File: config.mk
export PLATFORM = sky130hd
export DESIGN_NAME = pwm_ramp_ctrl
export DESIGN_NICKNAME = d
export VERILOG_FILES = /design/src/rtl/pwm_ramp_ctrl.sv
export SDC_FILE = /design/constraint.sdc
export NUM_CORES = 1
export LEC_CHECK = 0
export ABC_CLOCK_PERIOD_IN_PS = 7080
export BUFFER_PORTS_ARGS = -buffer_cell sky130_fd_sc_hd__clkbuf_2
export CAP_MARGIN = 40
export CORE_ASPECT_RATIO = 0.75
export CORE_MARGIN = 2
export CORE_UTILIZATION = 45
export DETAILED_ROUTE_END_ITERATION = 6
export SYNTH_ARGS = -nofsm -noshare
export SYNTH_HDL_FRONTEND = slang
export SYNTH_SLANG_ARGS = --single-unit
File: constraint.sdc
create_clock -name clk -period 7.08 [get_ports clk]
set_input_delay 0.354 -clock clk [delete_from_list [all_inputs] [get_ports clk]]
set_output_delay 0.354 -clock clk [all_outputs]
set_load 0.02 [all_outputs]
File: src/rtl/pwm_ramp_ctrl.sv
// pwm_ramp_ctrl: host-programmed duty ramp sequencer for the picomem PWM.
// Writes the period once, then walks the duty toward target every N co pulses.
module pwm_ramp_ctrl #(
  parameter int DW = 32,
  parameter int CW = 16
) (
  input  logic          clk,
  input  logic          rst_n,
  input  logic [2:0]    addr,
  input  logic [DW-1:0] wrdata,
  input  logic          write,
  output logic [DW-1:0] rddata,
  output logic          pwm_addr,
  output logic [DW-1:0] pwm_wrdata,
  output logic          pwm_write,
  input  logic          pwm_co
);

  typedef enum logic [1:0] {
    S_IDLE,
    S_LOAD,
    S_WAIT,
    S_WRITE
  } state_t;

  state_t r_state;
  state_t w_state_nxt;

  logic [DW-1:0] r_period;
  logic [DW-1:0] r_target;
  logic [DW-1:0] r_step;
  logic [CW-1:0] r_dwell;
  logic [DW-1:0] r_wperiod;
  logic [DW-1:0] r_wtarget;
  logic [DW-1:0] r_wstep;
  logic [CW-1:0] r_wdwell;
  logic [DW-1:0] r_cur;
  logic [CW-1:0] r_cnt;
  logic          r_done;

  logic          w_ctrl_wr;
  logic          w_start;
  logic          w_stop;
  logic          w_busy;
  logic [CW-1:0] w_dmax;
  logic [CW-1:0] w_cnt_inc;
  logic [DW-1:0] w_s;
  logic [DW-1:0] w_cur_step;
  logic          w_latch;
  logic          w_cur_en;
  logic [CW-1:0] w_cnt_nxt;
  logic          w_done_nxt;

  assign w_ctrl_wr = write && (addr == 3'd3);
  assign w_start   = w_ctrl_wr && wrdata[DW-1] && !wrdata[DW-2];
  assign w_stop    = w_ctrl_wr && wrdata[DW-2];
  assign w_busy    = (r_state != S_IDLE);
  assign w_dmax    = (r_wdwell == '0) ? CW'(1) : r_wdwell;
  assign w_cnt_inc = r_cnt + 1'b1;
  // STEP of zero means a single jump straight to the target
  assign w_s       = (r_wstep == '0) ? '1 : r_wstep;

  always_comb begin
    w_cur_step = r_cur;
    unique case (1'b1)
      (r_cur < r_wtarget):
        w_cur_step = (r_wtarget - r_cur <= w_s) ?
                     r_wtarget : r_cur + w_s;
      (r_cur > r_wtarget):
        w_cur_step = (r_cur - r_wtarget <= w_s) ?
                     r_wtarget : r_cur - w_s;
      default:
        w_cur_step = r_cur;
    endcase
  end

  always_comb begin
    w_state_nxt = r_state;
    w_latch     = 1'b0;
    w_cur_en    = 1'b0;
    w_cnt_nxt   = r_cnt;
    w_done_nxt  = r_done;
    pwm_write   = 1'b0;
    pwm_addr    = 1'b1;
    pwm_wrdata  = r_cur;
    unique case (r_state)
      S_IDLE: begin
        if (w_start) begin
          w_state_nxt = S_LOAD;
          w_latch     = 1'b1;
          w_cnt_nxt   = '0;
          w_done_nxt  = 1'b0;
        end
      end
      S_LOAD, S_WRITE: begin
        pwm_write = 1'b1;
        if (r_state == S_LOAD) begin
          pwm_addr   = 1'b0;
          pwm_wrdata = r_wperiod;
        end
        if (w_stop) begin
          w_state_nxt = S_IDLE;
        end else if (r_cur == r_wtarget) begin
          w_state_nxt = S_IDLE;
          w_done_nxt  = 1'b1;
        end else begin
          w_state_nxt = S_WAIT;
        end
      end
      S_WAIT: begin
        if (w_stop) begin
          w_state_nxt = S_IDLE;
        end else if (pwm_co) begin
          if (w_cnt_inc == w_dmax) begin
            w_cnt_nxt   = '0;
            w_cur_en    = 1'b1;
            w_state_nxt = S_WRITE;
          end else begin
            w_cnt_nxt = w_cnt_inc;
          end
        end
      end
      default: w_state_nxt = S_IDLE;
    endcase
  end

  always_ff @(posedge clk or negedge rst_n) begin
    if (!rst_n) begin
      r_state <= S_IDLE;
      r_cnt   <= '0;
      r_done  <= 1'b0;
      r_cur   <= '0;
    end else begin
      r_state <= w_state_nxt;
      r_cnt   <= w_cnt_nxt;
      r_done  <= w_done_nxt;
      if (w_cur_en) r_cur <= w_cur_step;
    end
  end

  always_ff @(posedge clk or negedge rst_n) begin
    if (!rst_n) begin
      r_period  <= '0;
      r_target  <= '0;
      r_step    <= '0;
      r_dwell   <= '0;
      r_wperiod <= '0;
      r_wtarget <= '0;
      r_wstep   <= '0;
      r_wdwell  <= '0;
    end else begin
      if (write) begin
        unique case (addr)
          3'd0:    r_period <= wrdata;
          3'd1:    r_target <= wrdata;
          3'd2:    r_step   <= wrdata;
          3'd3:    r_dwell  <= wrdata[CW-1:0];
          default: ;
        endcase
      end
      if (w_latch) begin
        r_wperiod <= r_period;
        r_wtarget <= r_target;
        r_wstep   <= r_step;
        r_wdwell  <= wrdata[CW-1:0];
      end
    end
  end

  always_comb begin
    rddata = '0;
    unique case (addr)
      3'd0: rddata = r_period;
      3'd1: rddata = r_target;
      3'd2: rddata = r_step;
      3'd3: begin
        rddata[DW-1]   = w_busy;
        rddata[DW-2]   = r_done;
        rddata[CW-1:0] = r_dwell;
      end
      3'd4:    rddata = r_cur;
      default: rddata = '0;
    endcase
  end

endmodule

# After elaboration in Yosys (flattened, before gate mapping)
# Index checks and enable logic that the tools add are counted.
[word_totals]
ff_bits = 275
out_inout_bits = 66
elab_cells = 94
[classes]
n_addsub = 5
order_cmp = 4
eq_ne = 16
mux = 35
n_reduce_logical = 22
[op_table]
columns = ["operator", "n"]
rows = [
  ["32-bit 2-to-1 mux", 5],
  ["32-bit subtractor", 3],
  ["16-bit 2-to-1 mux", 5],
  ["16-bit case mux with 5 select lines", 1],
  ["32-bit less-or-equal comparator", 2],
  ["32-bit case mux with 2 select lines", 1],
  ["14-bit case mux with 4 select lines", 1],
  ["32-bit adder", 1],
  ["32-bit equality test", 1],
  ["32-bit > comparator", 1],
  ["32-bit logical NOT", 1],
  ["32-bit < comparator", 1],
  ["16-bit case mux with 2 select lines", 1],
  ["16-bit by 1-bit adder with 16-bit output (second input constant)", 1],
  ["16-bit equality test", 1],
  ["16-bit logical NOT", 1],
  ["1-bit 2-to-1 mux", 12],
  ["2-bit 2-to-1 mux", 6],
  ["2-bit != test (second input constant)", 5],
  ["2-bit case mux with 5 select lines", 1],
  ["2-bit AND reduction", 5],
  ["4-bit AND reduction", 2],
  ["2-bit nonzero test", 4],
  ["3-bit by 2-bit equality test with 1-bit output (second input constant)", 2],
  ["13 further kinds", 18],
]

# Logic depth before layout (Yosys ltp)
[logic_depth]
word_depth = 8
ltp_mapped = 24
depth_no_buf = 23

# Worst setup path after synthesis
# No wires, ideal clock.
[synth_timing]
path_type = "reg2reg"
startpoint = "register r_cur[1]"
endpoint = "register r_cur[17]"
setup_time_ps = 138
t_arrival_ps = 5077
required_ps = 6942
setup_slack_ps = 1864
path_stages_with_launch = 22
n_path_buf = 0
synth_period_minus_slack_ps = 5216
cell_sequence = "dfrtp_1 > inv_1 > fa_1 > a21o_1 > a21oi_1 > o21bai_1 > a2111oi_0 > nor3b_1 > o21ai_0 > o21ai_0 > a21oi_1 > xnor2_1 > ha_1 > and4_1 > and4bb_2 > nand2_1 > a22o_1 > a31oi_1 > nor2_4 > a221o_1 > a221oi_1 > a21oi_1"
[synth_between]
elab_chain_cells = 4
word_cells_on_any_way = 13
cone_classes = "4 x add/sub; 4 x order compare; 3 x mux; 2 x reduce/logical"
[synth_lines]
columns = ["element", "line", "source"]
rows = [
  ["start, declared", "37", "logic [DW-1:0] r_cur;"],
  ["start signal, assigned", "137", "if (w_cur_en) r_cur <= w_cur_step;"],
  ["32-bit subtractor, on equally long branches", "70, 67", ""],
  ["32-bit less-or-equal comparator, on equally long branches", "70, 67", ""],
  ["32-bit 2-to-1 mux, on equally long branches", "70, 67", ""],
  ["32-bit case mux with 2 select lines", "65", "unique case (1'b1)"],
]
# Several ways; a longest one is shown, not always the timed one.
# A chain may end at the register's enable or synchronous reset.

# Worst setup path in the final report
[layout_timing]
startpoint = "register r_cur[0]"
endpoint = "register r_cur[9]"
# The elaborated chain is that of the path after synthesis.

==> results by group <==
Critical path
  – CP Class: reg2reg
  – CP Launch Type: flop
  – CP max stage delay: 0.44 ns
  – FF-to-FF End: r_cur[9]
  – Crit-path max FO: 16
  – Delay-heaviest family, CP: compound AO/OA/AOI/OAI gates
  – CP Capture Type: flop
  – Reg2reg path depth: 25
  – Data required, critical path: 7.53 ns
  – Critical path buffers and inverters: 4
  – R2R setup slack: 0.50 ns
  – Reg2reg start: r_cur[0]
  – Most common cell on crit path: o21ai_1
  – CP max stage cell: a21oi_1
  – Crit path DAT: 7.03 ns

Timing
  – Final setup fails: 0
  – Fmax: 0.152 GHz
  – Slew headroom: 43.9%
  – Final Hold Vio Count: 0
  – Setup TNS: 0 ns
  – Slew Viols, Final: 0
  – WHS: 0.0365 ns
  – Fin crit share: 93.0%
  – Worst Tran Pin Value: 0.833 ns
  – Post-route setup slack: 0.497 ns
  – Post-route minimum period: 6.58 ns
  – RSZ-0062 raised after global routing: false
  – Clock Skew: 0.0121 ns

Global route
  – Largest net degree at the start of global routing: 95
  – Grt total ovfl: 0
  – Vias in the first global route: 19.9k
  – Global-route wire length before repair: 127000 um
  – Initial antenna violation count: 1
  – Total GRT Usage: 33.3%

Logic synthesis
  – Most frequent cells after synthesis: nand2_1, dfrtp_1, ha_1
  – Synthesized Nets: 2865
  – Mapped cell area: 21800 sq um
  – Synth Instances: 2632
  – Sequential share of the synthesized area: 31.6%
  – Number of synthesized register bits: 275
  – Top area cells in the synthesized netlist: dfrtp_1, ha_1, nand2_1
  – EDFF count, synth: 0
  – Synthesis Warnings: 0
  – Most numerous cell in the Yosys netlist: nand2_1
  – Post-synth top area share: 31.6%
  – Asr flop ratio synth: 100%
  – Synth unique cells: 94
  – Syn avg cell area: 8.29 sq um
  – Area leader, netlist: dfrtp_1
  – Top FF cell, synth: dfrtp_1

Die
  – Die ar.: 50300 sq um
  – Die X: 258 um
  – Chip height: 195 um
  – Core Rows: 69
  – I/O pins: 105
  – Initial Utilization: 45.9%
  – Core ar.: 47600 sq um

Power and ir drop
  – P per Cell Area: 512 nW/um^2
  – Cell-internal power: 5.83 mW
  – Psw: 6.50 mW
  – Power share of the sequential group: 18.6%
  – Clock share of power: 13.0%
  – Lkg Pwr: 11.1 nW
  – Worst IR drop on VDD: 646 uV
  – Switching Fraction: 52.7%
  – Overall Power: 12.3 mW
  – Combinational Power Share: 68.4%

Cells and area
  – Design Area, Final: 24100 sq um
  – Non-filler cells, final: 3345
  – Proportion of layout cells with a drive suffix above 1: 15.0%
  – Core Util, Final: 50.7%
  – Ant diodes: 0
  – Layout Nets: 2917
  – Synthesis-to-finish area growth: 10.6%

Clock tree
  – # clock sinks: 275
  – Num CTS Buffers: 28
  – TritonCTS clock tree: yes
  – Clk_lat worst skew: 0.58 ns
  – Postcts setup bufs: 0
  – Longest Clk Path Bufs: 3
  – H-tree levels: 1
  – CTS clock-pin slew for the worst setup and hold paths: 0.07 ns
  – CTS root buffer: clkbuf_16

Hold path
  – Hold Path End: r_dwell[8]
  – Min-Delay Startpoint: wrdata[8]
  – Hold path depth: 3
  – Hold Path Class: in2reg

Place
  – Placed cells: 3291
  – Post-DP Area: 23100 sq um
  – IO buf count: 104
  – Dpl hpwl: 65700 um
  – DP Worst Slack: 0.0952 ns
  – GP Congestion: 1.01

Route
  – Vias: 20.7k
  – Vias per inst: 6.18
  – Detailed router's first-iteration violation count: 2206
  – Drt wl/cell: 25.2 um
  – DRC errors left: 0
  – Drt pass-1 iters: 7
  – DRT antenna net count: 0
  – Final wirelength: 84400 um

Flow run
  – Max-Cap Viols: 0

Outcome
  – Status: completed
-- sequential cells by signal, indices dropped and copies added, names as in the netlist --
register / cells
r_period: 32
r_cnt: 16
r_dwell: 16
r_step: 32
r_cur: 32
r_state: 2
r_wtarget: 32
r_done: 1
r_target: 32
r_wdwell: 16
r_wstep: 32
r_wperiod: 32
-- area by class of cell --
| type | instances | area (sq um) |
|---|---|---|
| clock buffer | 34 | 774 |
| clock inverter | 18 | 204 |
| fill | 4637 | 23500 |
| inverter | 150 | 566 |
| multi-input combinational | 2067 | 13800 |
| sequential | 275 | 6880 |
| tap | 639 | 800 |
| timing repair buffer | 162 | 1080 |
-- worst register-to-register path: stages, from the launching register on --
cell,delay [ns]
dfrtp_1,0.43
inv_1,0.16
ha_1,0.22
inv_1,0.06
fa_1,0.43
a211oi_2,0.23
o21ai_1,0.11
a31o_2,0.31
a21o_1,0.19
a21oi_1,0.44
o21ai_1,0.32
a21oi_1,0.32
o21bai_1,0.11
xor2_1,0.16
ha_1,0.32
nand4_1,0.16
nor4_2,0.38
nor2b_2,0.34
o31ai_1,0.14
buf_2,0.19
nand2_2,0.27
nand2_2,0.30
buf_4,0.34
o221a_1,0.31
o22ai_1,0.13
o21ai_1,0.08
-- kinds of logic after synthesis --
logic type / count (synthesis) / share of synthesized area, %
compound gates: 744 / 22.4
fa+ha+maj: 194 / 11.3
buf+inv: 290 / 5.44
xor+xnor: 93 / 3.77
flops: 275 / 31.6
simple gates: 901 / 18.7
mux: 135 / 6.84
-- metal layers --
layer  wire, um  GRT usage [%]  share of wire, %  up-vias
met2      37000           51.6                44      878
met4       3270           10.7               3.9        2
met1      37500           46.0                44    10149
met5         13              0             0.015        -
met3       6690           7.51               7.9      165
li1           -              -                 -     9471
-- layout by cell type (no fill, tap or decap), types with 42 or more instances in the layout --
cell / n
dfrtp_1: 275
nand4_1: 42
inv_1: 147
xnor2_1: 61
a21o_1: 57
a22oi_1: 43
a21oi_1: 180
buf_4: 45
ha_1: 190
clkbuf_2: 103
mux2_2: 113
nor2_1: 140
nand2_1: 489
o21ai_0: 170
-- how the worst max path moves through the flow --
stage / start / cells after the start / endpoint / slack [ns]
2_1_floorplan: r_cur[1] / 21 / r_cur[17] / 1.86
3_3_place_gp: r_cur[0] / 24 / r_cur[4] / 0.17
3_5_place_dp: r_cur[0] / 24 / r_cur[15] / 0.1
4_1_cts: r_cur[0] / 24 / r_cur[15] / 0.03
5_1_grt: r_cur[0] / 25 / r_cur[8] / 0.13
6_report: r_cur[0] / 25 / r_cur[9] / 0.50
-- power by group through the flow --
stage	registers, mW	clock network [mW]	logic [mW]
after global routing	2.34	1.69	9.12
after detailed placement	2.31	0	8.14
after global placement	2.30	0	7.95
after CTS	2.29	1.62	8.18
after floorplan	2.18	0	5.63
final	2.29	1.61	8.43
-- timing repair --
item                       4_1_cts  5_1_grt
hold buffers                     1        0
hold endpoints to repair        91        0
gates resized for setup          0        5
setup endpoints to repair        0       29
No activity file was read; power rests on OpenSTA's default activity.
